<file path="config.mk">
export PLATFORM = sky130hd
export DESIGN_NAME = shift_ex_issue_stage
export DESIGN_NICKNAME = d
export VERILOG_FILES = /design/src/rtl/shift_ex_issue_stage.sv
export SDC_FILE = /design/constraint.sdc
export NUM_CORES = 1
export LEC_CHECK = 0
export ABC_AREA = 1
export CORE_MARGIN = 5
export CORE_UTILIZATION = 35
export CTS_BUF_LIST = sky130_fd_sc_hd__clkbuf_8
export DETAILED_ROUTE_END_ITERATION = 8
export GPL_TIMING_DRIVEN = 1
export PLACE_DENSITY = 0.68
export SYNTH_ARGS = -nofsm -noshare
export SYNTH_HDL_FRONTEND = slang
export SYNTH_SLANG_ARGS = --single-unit
export TNS_END_PERCENT = 30
</file>
<file path="constraint.sdc">
create_clock -name clk -period 2.4 [get_ports clk]
set_clock_uncertainty 0.15 [all_clocks]
set_input_delay 0.36 -clock clk [delete_from_list [all_inputs] [get_ports clk]]
set_output_delay 0.36 -clock clk [all_outputs]
set_load 0.02 [all_outputs]
</file>
<file path="src/rtl/shift_ex_issue_stage.sv">
`default_nettype none
// ============================================================================
// Module   : shift_ex_issue_stage
// Purpose  : Issue stage in front of the ALU/shifter. Captures a decoded
//            bundle, selects operand B (immediate or rs2), and presents a
//            registered bundle to execute. A two-entry main/skid buffer lets
//            in_ready be a pure register, so a full cycle of back-pressure
//            can be absorbed while throughput stays at one bundle per cycle.
// Revision : 1.0 - initial release
// ----------------------------------------------------------------------------
// Ports
//   clk, rst_n          : clock (rising edge) / async active-low reset
//   flush               : synchronous kill of both buffered entries
//   in_valid/in_ready   : upstream handshake (in_ready = skid empty)
//   in_alu_op           : operation select
//   in_rs1/rs2_addr     : source register indices (used for forwarding)
//   in_rs1/rs2_data     : register-file read data
//   in_imm, in_use_imm  : immediate and operand-B select
//   in_rd               : destination index, 0 = no writeback
//   out_valid/out_ready : downstream handshake
//   out_alu_op, out_op_a, out_op_b, out_rd : registered issued bundle
//   out_shamt           : out_op_b[5:0], fed straight to the shifter
//   fwd_we/fwd_rd/fwd_data : EX/MEM forwarding source (optional)
// Configuration
//   SHIFT_EX_FWD_EN     : when defined, adds the fwd_* ports and operand
//                         forwarding at capture time.
// ============================================================================
module shift_ex_issue_stage #(
  parameter int XLEN = 64
) (
  input  logic            clk,
  input  logic            rst_n,
  input  logic            flush,
  input  logic            in_valid,
  output logic            in_ready,
  input  logic [3:0]      in_alu_op,
  input  logic [4:0]      in_rs1_addr,
  input  logic [4:0]      in_rs2_addr,
  input  logic [XLEN-1:0] in_rs1_data,
  input  logic [XLEN-1:0] in_rs2_data,
  input  logic [XLEN-1:0] in_imm,
  input  logic            in_use_imm,
  input  logic [4:0]      in_rd,
  output logic            out_valid,
  input  logic            out_ready,
  output logic [3:0]      out_alu_op,
  output logic [XLEN-1:0] out_op_a,
  output logic [XLEN-1:0] out_op_b,
  output logic [4:0]      out_rd,
  output logic [5:0]      out_shamt
`ifdef SHIFT_EX_FWD_EN
  ,
  input  logic            fwd_we,
  input  logic [4:0]      fwd_rd,
  input  logic [XLEN-1:0] fwd_data
`endif
);

  // Main entry (drives out_*)
  logic            r_main_valid;
  logic [3:0]      r_main_op;
  logic [XLEN-1:0] r_main_a;
  logic [XLEN-1:0] r_main_b;
  logic [4:0]      r_main_rd;

  // Skid entry (holds the bundle accepted while main was stalled)
  logic            r_skid_valid;
  logic [3:0]      r_skid_op;
  logic [XLEN-1:0] r_skid_a;
  logic [XLEN-1:0] r_skid_b;
  logic [4:0]      r_skid_rd;

  logic            w_in_fire;
  logic            w_out_fire;
  logic [XLEN-1:0] w_cap_a;
  logic [XLEN-1:0] w_cap_b;

  assign w_in_fire  = in_valid && !r_skid_valid;
  assign w_out_fire = r_main_valid && out_ready;

`ifdef SHIFT_EX_FWD_EN
  logic w_fwd_a;
  logic w_fwd_b;
  // x0 is never a real producer, so fwd_rd == 0 never forwards.
  assign w_fwd_a = fwd_we && (fwd_rd != 5'd0) && (fwd_rd == in_rs1_addr);
  assign w_fwd_b = fwd_we && (fwd_rd != 5'd0) && (fwd_rd == in_rs2_addr) && !in_use_imm;
  assign w_cap_a = w_fwd_a ? fwd_data : in_rs1_data;
  assign w_cap_b = in_use_imm ? in_imm : (w_fwd_b ? fwd_data : in_rs2_data);
`else
  // Register indices only matter for forwarding.
  logic w_unused_addr;
  assign w_unused_addr = ^{in_rs1_addr, in_rs2_addr};
  assign w_cap_a = in_rs1_data;
  assign w_cap_b = in_use_imm ? in_imm : in_rs2_data;
`endif

  always_ff @(posedge clk or negedge rst_n) begin
    if (!rst_n) begin
      r_main_valid <= 1'b0;
      r_main_op    <= '0;
      r_main_a     <= '0;
      r_main_b     <= '0;
      r_main_rd    <= '0;
      r_skid_valid <= 1'b0;
      r_skid_op    <= '0;
      r_skid_a     <= '0;
      r_skid_b     <= '0;
      r_skid_rd    <= '0;
    end else if (flush) begin
      // Payload registers keep their values so the datapath does not toggle.
      r_main_valid <= 1'b0;
      r_skid_valid <= 1'b0;
    end else begin
      if (!r_main_valid || w_out_fire) begin
        // Main is free this edge. The skid entry is older than anything on
        // the input (and in_ready is low while it is occupied), so it wins.
        if (r_skid_valid) begin
          r_main_valid <= 1'b1;
          r_main_op    <= r_skid_op;
          r_main_a     <= r_skid_a;
          r_main_b     <= r_skid_b;
          r_main_rd    <= r_skid_rd;
          r_skid_valid <= 1'b0;
        end else if (w_in_fire) begin
          r_main_valid <= 1'b1;
          r_main_op    <= in_alu_op;
          r_main_a     <= w_cap_a;
          r_main_b     <= w_cap_b;
          r_main_rd    <= in_rd;
        end else begin
          r_main_valid <= 1'b0;
        end
      end else if (w_in_fire) begin
        // Main is stalled: park the new bundle in the skid entry.
        r_skid_valid <= 1'b1;
        r_skid_op    <= in_alu_op;
        r_skid_a     <= w_cap_a;
        r_skid_b     <= w_cap_b;
        r_skid_rd    <= in_rd;
      end
    end
  end

  assign in_ready   = !r_skid_valid;
  assign out_valid  = r_main_valid;
  assign out_alu_op = r_main_op;
  assign out_op_a   = r_main_a;
  assign out_op_b   = r_main_b;
  assign out_rd     = r_main_rd;
  // Only the low six bits matter to a 64-bit shifter; no saturation.
  assign out_shamt  = r_main_b[5:0];

endmodule
`default_nettype wire

</file>
* Word level (Yosys, flattened, before mapping) *
Index checks and enable logic that the tools add are counted.

operators by class
  muxes and demuxes = 16
  bitwise gates (word level) = 2
  reductions and logical operators = 10

operators with widths
  kind                 number
  64-bit two-way mux   5
  5-bit two-way mux    2
  4-bit two-way mux    2
  1-bit two-way mux    7
  3-bit AND reduction  2
  2-bit nonzero test   2
  3-bit nonzero test   1
  1-bit logical AND    2
  1-bit logical NOT    2
  1-bit NOT            2
  1-bit logical OR     1

storage, ports and cells
  flip-flop bits (word level) = 276
  bits of input ports = 217
  output and inout port bits = 145
  logic and storage cells = 38

* Longest topological paths before layout *
Gate-level depths: netlist of run 1.

  word-level depth = 6
  mapped depth = 8
  gate-level depth less buffers = 6

* Worst setup path after synthesis of run 1 *
OpenSTA, ideal clock, no wires.

  kind = register -> register
  start = reg r_main_valid (netlist: out_valid)
  end = reg r_skid_b[0]
  path buffers = 2
  library setup time = 0.130 ns
  stages on the path, launching flop included = 8
  clock period less this slack = 1.518 ns
  arrival = 1.237 ns
  slack = 0.882 ns
  path through = dfrtp_1 -> nand2_2 -> nor2_4 -> nand2_2 -> buf_6 -> buf_4 -> nand2_1 -> o21ai_1

on the way
  cells in the longest elaborated chain, start to end = 4
  elaborated cells on any way between the ends = 5
  those cells by class = bitwise (1); reduce/logical (4)

RTL lines
  item                                                           RTL line  RTL
  from (decl)                                                    60        logic r_main_valid;
  from (signal assigned)                                         99        r_main_valid <= 1'b0;
  from (signal assigned)                                         111       r_main_valid <= 1'b0;
  from (signal assigned)                                         118       r_main_valid <= 1'b1;
  1-bit logical NOT / 1-bit logical AND (equally long branches)  114, 79
  1-bit logical OR *                                             114       if (!r_main_valid || w_out_fire) begin
  1-bit NOT (no line) *                                          --
  3-bit AND reduction (no line) *                                --
  to (signal assigned)                                           138       r_skid_b <= w_cap_b;
  to (decl)                                                      70        logic [XLEN-1:0] r_skid_b;

Mark *: on every way between the ends. The rest lies on a longest branch, timed or not.
A chain may end at the register's enable or synchronous reset.

* Final worst setup path of run 1 *
  start = reg r_main_b[1] (netlist: out_op_b[1])
  end = out out_op_b[1]

RTL lines
  item                    RTL line  RTL
  from (decl)             63        logic [XLEN-1:0] r_main_b;
  from (signal assigned)  121       r_main_b <= r_skid_b;
  from (signal assigned)  128       r_main_b <= w_cap_b;
  to (decl)               48        output logic [XLEN-1:0] out_op_b,

No word-level cell between the ends.

==> PnR_summary.wiki, run 1 <==
{| class="wikitable"
! Metric !! Value
|-
| Outcome || complete, no violations
|-
| Die extent in y || 203.9 µm
|-
| Buffers added on ports || 351
|-
| Maximum number of buffers from clock root to sink || 3
|-
| Post-synth ARST share || 100.0%
|-
| Post-Synthesis Net Count || 1960
|-
| Sequential fraction of the synthesis area || 52.50%
|-
| Via-per-instance ratio || 4.609
|-
| HPWL after detailed placement || 25190 µm
|-
| Flops & latches, synth || 276
|-
| Hold Violations, Final || 0
|-
| Clock tree sinks || 276
|-
| Number of core rows || 71
|-
| Compound-Gate Fraction of Synth Area || 9.930%
|-
| Fin crit share || 89.34%
|-
| Number of inserted diodes || 0
|-
| Crit Path Max Fanout || 3
|-
| Summed area of non-filler cells in the final layout || 18220 µm²
|-
| Bufs and invs on worst path || 1
|-
| Setup TNS after final layout || 0 ns
|-
| Number of inserted filler cells in the final layout || 3614
|-
| Power per standard cell area || 774.7 nW/µm²
|-
| Post-synthesis xor/xnor area fraction || 0%
|-
| Start-to-end type of the worst setup path || flop to output port
|-
| Clk network pwr share || 31.5%
|-
| Number of design-rule violations left by the first detailed-router iteration || 542
|-
| Area leader, netlist || sky130_fd_sc_hd__dfrtp_1
|-
| First-pass GRT wire length || 61660 µm
|-
| Multiplexer share of the synthesized area || 0%
|-
| Clock insertion delay at the later pin of the skew report || 0.56 ns
|-
| Global-route usage over all layers || 17.88%
|-
| Synthesis-to-finish area growth || 38.53%
|-
| 1st-pass router iterations || 5
|-
| R2R Path Start || r_skid_valid
|-
| Share of the synthesized area in the top cell type || 52.50%
|-
| Post-Synthesis Cell Area || 13160 µm²
|-
| Count of different cell masters after synthesis || 16
|-
| Initial antenna violation count || 2
|-
| Crit. End Element || output port
|-
| Flop pwr share || 44.1%
|-
| Post-Synth Adder-Cell Area || 0%
|-
| Final setup violating endpoints || 0
|-
| Kind of start point of the critical path || flop
|-
| Top cells by area in the synthesized netlist || sky130_fd_sc_hd__dfrtp_1 53%, sky130_fd_sc_hd__nand2_1 23%, sky130_fd_sc_hd__o21ai_1 6.2%
|-
| Most repeated cell in the gate-level netlist after synthesis || sky130_fd_sc_hd__nand2_1
|-
| Clock buffers created by TritonCTS || 48
|-
| CTS root buf || sky130_fd_sc_hd__clkbuf_8
|-
| H-tree depth || 2
|-
| Drt wl/cell || 14.46 µm
|-
| Count of flip-flops with a built-in enable after synthesis || 0
|-
| Critical path's top delay family || buffers and inverters
|-
| Fraction of power spent switching nets || 30.47%
|-
| IR Drop Worst-Case VDD || 0.4332 mV
|-
| Final worst-path setup slack || 0.2559 ns
|-
| Max-slew violation count || 0
|-
| Cell-internal power || 0.009816 W
|-
| Final net count || 2287
|-
| Crit Reg-Reg Endpoint || out_op_a[7]
|-
| Overall power after layout || 0.01412 W
|-
| Post-synth top flop || sky130_fd_sc_hd__dfrtp_1
|-
| Worst R2R Path Depth || 4
|-
| Total placed instance area || 17180 µm²
|-
| Minimum period implied by the final worst setup slack || 2.144 ns
|-
| Total number of vias || 12075
|-
| Pin slew with the least headroom to its limit || 0.8407 ns
|-
| Achievable Freq || 0.4664 GHz
|-
| Fraction of the mapped netlist area in simple logic gates || 27.58%
|-
| Count of max-cap constraint violations || 0
|-
| Combinational cell fraction of total power || 24.4%
|-
| Arrival time of data at the critical path endpoint || 1.63 ns
|-
| Pin count of the biggest net entering global routing || 189
|-
| CTS tree || done
|-
| Global route overflow || 0
|-
| Reported leakage power || 9.567 nW
|-
| Fraction of layout cells with a size suffix above 1 || 6.923%
|-
| Unrepaired setup endpoints after global routing || no
|-
| Worst-path cell with the longest stage delay || sky130_fd_sc_hd__clkdlybuf4s50_1
|-
| Post-Synthesis Cells || 1743
|-
| Sequential standard cell area || 6910 µm²
|-
| Count of pins on the block boundary || 362
|-
| Gpl congestion || 0.8438
|-
| Die Footprint || 41560 µm²
|-
| Area used by multi-input combinational logic || 4957 µm²
|-
| Die X || 203.9 µm
|-
| Hold Path Class || input port to async pin
|-
| Synthesized area per cell || 7.547 µm²
|-
| Initial core utilization || 35.17%
|-
| Ranking of synthesized cells by instance count || 796 x sky130_fd_sc_hd__nand2_1, 276 x sky130_fd_sc_hd__dfrtp_1, 180 x sky130_fd_sc_hd__inv_1
|-
| # DRC || 0
|-
| Post-place setup slack || 0.2618 ns
|-
| Post-detailed-route count of antenna-violating nets || 0
|-
| Critical-path cell list || clkdlybuf4s50_1
|-
| Via count of the first global-routing pass || 11846
|-
| Psw || 0.004303 W
|-
| Normalized max-slew margin || 43.95%
|-
| Synth warn || 0
|-
| Clock transition at the registers of the reported paths || 0.06 ns
|-
| Data required time at the worst endpoint || 1.89 ns
|-
| Dominant combinational cell family by area after synthesis || simple AND/OR/NAND/NOR gates
|-
| Worst reg2reg setup slack || 0.38 ns
|-
| WL final || 37890 µm
|-
| Placeable Area || 37400 µm²
|-
| Peak per-stage delay on the critical path || 0.67 ns
|}
==> per-stage QoR <==
step,std cells,hold slack (ns),utilization (%)
final,2620,0.2254,48.73
after global placement,2529,0.2333,45.93
after global routing,2620,0.1862,48.73
after floorplan,1743,-0.08559,-
after detailed placement,2529,0.2336,45.93
after CTS,2620,0.1563,48.73
==> flip-flops by register name, summed over array words and instances (netlist names) <==
signal	cells
r_skid_a	64
out_op_a	64
out_rd	5
r_skid_op	4
r_skid_valid	1
r_skid_b	64
out_op_b	64
r_skid_rd	5
out_alu_op	4
out_valid	1
==> power by group through the flow <==
stage          Sequential, W  Combinational (W)  Clock, W
4_1_cts              0.00622            0.00350   0.00460
3_5_place_dp         0.00628            0.00349         0
3_3_place_gp         0.00624            0.00343         0
2_1_floorplan        0.00666            0.00133         0
6_report             0.00622            0.00345   0.00445
5_1_grt              0.00635            0.00381   0.00485
==> how the worst max path moves through the flow <==
stage           startpoint  depth (start not counted)  slack, ns           end
2_1_floorplan    out_valid                          7       0.88   r_skid_b[0]
3_3_place_gp      in_valid                          7       0.28  r_skid_a[17]
3_5_place_dp      in_valid                          7       0.26  r_skid_a[19]
4_1_cts        out_op_b[1]                          1       0.17   out_op_b[1]
5_1_grt        out_op_b[2]                          1       0.15  out_shamt[2]
6_report       out_op_b[1]                          1       0.26   out_op_b[1]
==> per-layer routing <==
layer	vias to the layer above	routed length (µm)	track usage (%)
li1	6034	-	-
met1	5586	16430	23.25
met2	380	17590	29.17
met3	71	3053	5.538
met4	4	804	4.746
met5	-	21	0
==> repair_timing <==
item	in CTS	in global routing
endpoints found under the setup margin	1	0
hold buffers	1	0
endpoints found under the hold margin	58	0
setup buffers	1	0
gates resized for setup	2	0
==> final cells by class <==
cell class,instances,share of cell area (%)
Clock buffer,68,5.136
Multi-Input combinational cell,1173,27.20
Tap cell,511,3.508
Sequential cell,276,37.92
Clock inverter,21,0.5012
Inverter,185,3.838
Timing Repair Buffer,386,21.90
==> cells by family after synthesis <==
kind of cell,Yosys count
and+or+nand+nor,912
buffers and inverters,294
DFF,276
AOI/OAI and AO/OA,261
==> cell usage in the layout, fill, tap and decap left out, types with 17 or more instances in the layout <==
| cell | instances |
|---|---|
| sky130_fd_sc_hd__nand2_1 | 796 |
| sky130_fd_sc_hd__clkdlybuf4s50_1 | 348 |
| sky130_fd_sc_hd__dfrtp_1 | 275 |
| sky130_fd_sc_hd__inv_1 | 194 |
| sky130_fd_sc_hd__o21ai_1 | 164 |
| sky130_fd_sc_hd__o21ai_0 | 97 |
| sky130_fd_sc_hd__nand3_1 | 86 |
| sky130_fd_sc_hd__clkbuf_8 | 68 |
| sky130_fd_sc_hd__or2_2 | 22 |
| sky130_fd_sc_hd__buf_12 | 17 |
| sky130_fd_sc_hd__buf_4 | 17 |
(Power assumes the default switching activity.)
==> run 2, diff against run 1 <==
REMOVE_ABC_BUFFERS = 1   (was not set)
==> run 2 against run 1 <==
  * Cell count decreased by 0.19%
  * Global-route usage grew 0.22 points
  * Die area did not move
  * Register-to-register slack better by 0.10 ns
  * Sequential power hardly changed
  * Sequential share of layout area grew 0.18 points
  * Largest cell class unchanged
==> PnR_summary.wiki, run 2 (same netlist as run 1, synthesis figures left out) <==
{| class="wikitable"
! Metric !! Value
|-
| Outcome || complete, no violations
|-
| Minimum period implied by the final worst setup slack || 2.157 ns (+0.01240 ns)
|-
| Crit. End Element || output port
|-
| Kind of start point of the critical path || flop
|-
| Initial core utilization || 35.17% (unchanged)
|-
| Number of inserted diodes || 0 (unchanged)
|-
| Buffers added on ports || 351 (unchanged)
|-
| CTS root buf || sky130_fd_sc_hd__clkbuf_8
|-
| Number of inserted filler cells in the final layout || 3563 (-1.4%)
|-
| Via count of the first global-routing pass || 11964 (+1.0%)
|-
| Clock insertion delay at the later pin of the skew report || 0.57 ns (about the same)
|-
| CTS tree || done
|-
| Bufs and invs on worst path || 1 (unchanged)
|-
| Commonest non-fill, non-tap cell in the layout || sky130_fd_sc_hd__nand2_1
|-
| Normalized max-slew margin || 51.60% (+7.6 points)
|-
| Hold Violations, Final || 0 (unchanged)
|-
| Critical-path cell list || clkdlybuf4s50_1
|-
| Overall power after layout || 0.01377 W (-2.5%)
|-
| Number of design-rule violations left by the first detailed-router iteration || 640 (+18%)
|-
| Reported leakage power || 9.522 nW (-0.46%)
|-
| Fin crit share || 89.85% (+0.52 points)
|-
| Worst min-delay path startpoint || in_rs1_data[63]
|-
| Sequential standard cell area || 6910 µm² (unchanged)
|-
| Top library cells by usage in the layout, fill and taps aside || 796 x sky130_fd_sc_hd__nand2_1, 348 x sky130_fd_sc_hd__clkdlybuf4s50_1, 275 x sky130_fd_sc_hd__dfrtp_1
|-
| Pin slew with the least headroom to its limit || 0.7261 ns (-0.1146 ns)
|-
| Worst R2R Path Depth || 6 (+2)
|-
| Global-route usage over all layers || 18.10% (+0.22 points)
|-
| Post-place setup slack || 0.1988 ns (-0.06303 ns)
|-
| Synthesis-to-finish area growth || 37.89%
|-
| Drt wl/cell || 14.68 µm (+1.5%)
|-
| Cells on Worst Hold Path || 3
|-
| Die X || 203.9 µm (unchanged)
|-
| Power per standard cell area || 758.9 nW/µm² (-2.0%)
|-
| Crit Reg-Reg Endpoint || out_op_b[7]
|-
| H-tree depth || 2 (unchanged)
|-
| Worst reg2reg setup slack || 0.48 ns (+0.10 ns)
|-
| Area used by multi-input combinational logic || 4957 µm² (unchanged)
|-
| Worst-path cell with the longest stage delay || sky130_fd_sc_hd__clkdlybuf4s50_1
|-
| Data required time at the worst endpoint || 1.89 ns (about the same)
|-
| Count of max-cap constraint violations || 0 (unchanged)
|-
| Clock buffers created by TritonCTS || 47 (-2.1%)
|-
| Crit Path Max Fanout || 3 (unchanged)
|-
| Die Footprint || 41560 µm² (unchanged)
|-
| R2R Path Start || r_skid_valid
|-
| Peak per-stage delay on the critical path || 0.65 ns (-0.02 ns)
|-
| Arrival time of data at the critical path endpoint || 1.65 ns (+0.02 ns)
|-
| Final worst-path setup slack || 0.2435 ns (-0.01240 ns)
|-
| Post-detailed-route count of antenna-violating nets || 0 (unchanged)
|-
| Post-CTS Setup Inserts || 0 (-1)
|-
| Number of core rows || 71 (unchanged)
|-
| Fraction of layout cells with a size suffix above 1 || 6.654% (-0.27 points)
|-
| Achievable Freq || 0.4637 GHz (-0.57%)
|-
| Total number of vias || 12060 (-0.12%)
|-
| Worst min-delay path endpoint || r_skid_a[63]
|-
| Summed area of non-filler cells in the final layout || 18140 µm² (-0.46%)
|-
| Final setup violating endpoints || 0 (unchanged)
|-
| Via-per-instance ratio || 4.612 (about the same)
|-
| Global route overflow || 0 (unchanged)
|-
| Gpl congestion || 0.8297 (-1.7%)
|-
| Max-slew violation count || 0 (unchanged)
|-
| Pin count of the biggest net entering global routing || 175 (-7.4%)
|-
| Start-to-end type of the worst setup path || flop to output port
|-
| Initial antenna violation count || 0 (-2)
|-
| Setup TNS after final layout || 0 ns (unchanged)
|-
| First-pass GRT wire length || 61900 µm (+0.39%)
|-
| Final Hold Slack || 0.2150 ns (-0.01040 ns)
|-
| Placeable Area || 37400 µm² (unchanged)
|-
| WL final || 38400 µm (+1.3%)
|-
| Maximum number of buffers from clock root to sink || 3 (unchanged)
|-
| 1st-pass router iterations || 5 (unchanged)
|-
| Unrepaired setup endpoints after global routing || no
|-
| # DRC || 0 (unchanged)
|-
| IR Drop Worst-Case VDD || 0.3375 mV (-22%)
|-
| Final net count || 2291 (+0.17%)
|-
| HPWL after detailed placement || 25600 µm (+1.7%)
|-
| Count of pins on the block boundary || 362 (unchanged)
|-
| Clock transition at the registers of the reported paths || 0.06 ns (about the same)
|-
| Critical path's top delay family || buffers and inverters
|-
| Die extent in y || 203.9 µm (unchanged)
|-
| Total placed instance area || 17240 µm² (+0.35%)
|-
| Clock tree sinks || 276 (unchanged)
|-
| Hold Path Class || input port to flop
|}
==> run 2: cell count changes in the layout (fill, tap and decap cells not counted), sizes merged <==
cell | previous run | this run
clkbuf | 68 | 59
clkinv | 6 | 5
buf | 36 | 41
==> run 2: what timing repair did <==
item / CTS / global route
gates resized for setup: 1 / 0
hold buffers: 1 / 0
endpoints found under the hold margin: 76 / 0
setup endpoints to repair: 1 / 0
==> run 2: cell type report <==
type                       instances  area share, %
clock buffer                      59          4.476
multi-input combinational       1173          27.33
sequential                       276          38.09
clock inverter                    20         0.4483
tap                              511          3.525
inverter                         185          3.856
timing repair buffer             391          22.27
==> run 2: how the worst max path moves through the flow <==
stage | to | slack (ns) | from | depth (start not counted)
after CTS | out_op_b[2] | 0.20 | out_op_b[2] | 1
after floorplan | r_skid_a[42] | -2.26 | r_skid_valid | 3
after global placement | out_op_a[49] | 0.22 | flush | 5
after detailed placement | out_op_a[49] | 0.20 | in_valid | 6
final | out_op_b[2] | 0.24 | out_op_b[2] | 1
after global routing | out_op_b[2] | 0.17 | out_op_b[2] | 1
==> run 2: stage by stage <==
stage,utilization [%],std cells
after floorplan,-,1634
after global placement,46.09,2535
after detailed placement,46.09,2535
after CTS,48.50,2615
after global routing,48.50,2615
final,48.50,2615
==> run 2: report_power, final <==
| group | leakage [nW] | switching, W | internal [W] |
|---|---|---|---|
| logic | 5.55 | 0.00181 | 0.00165 |
| clock network | 0.524 | 0.00189 | 0.00219 |
| registers | 3.45 | 0.000564 | 0.00566 |
==> run 2: routing by layer <==
layer	track usage, %	vias up	wire, µm
li1	-	6020	-
met1	24.67	5573	17230
met2	29.06	415	17380
met3	4.554	52	2993
met4	4.649	0	797
met5	0	-	0
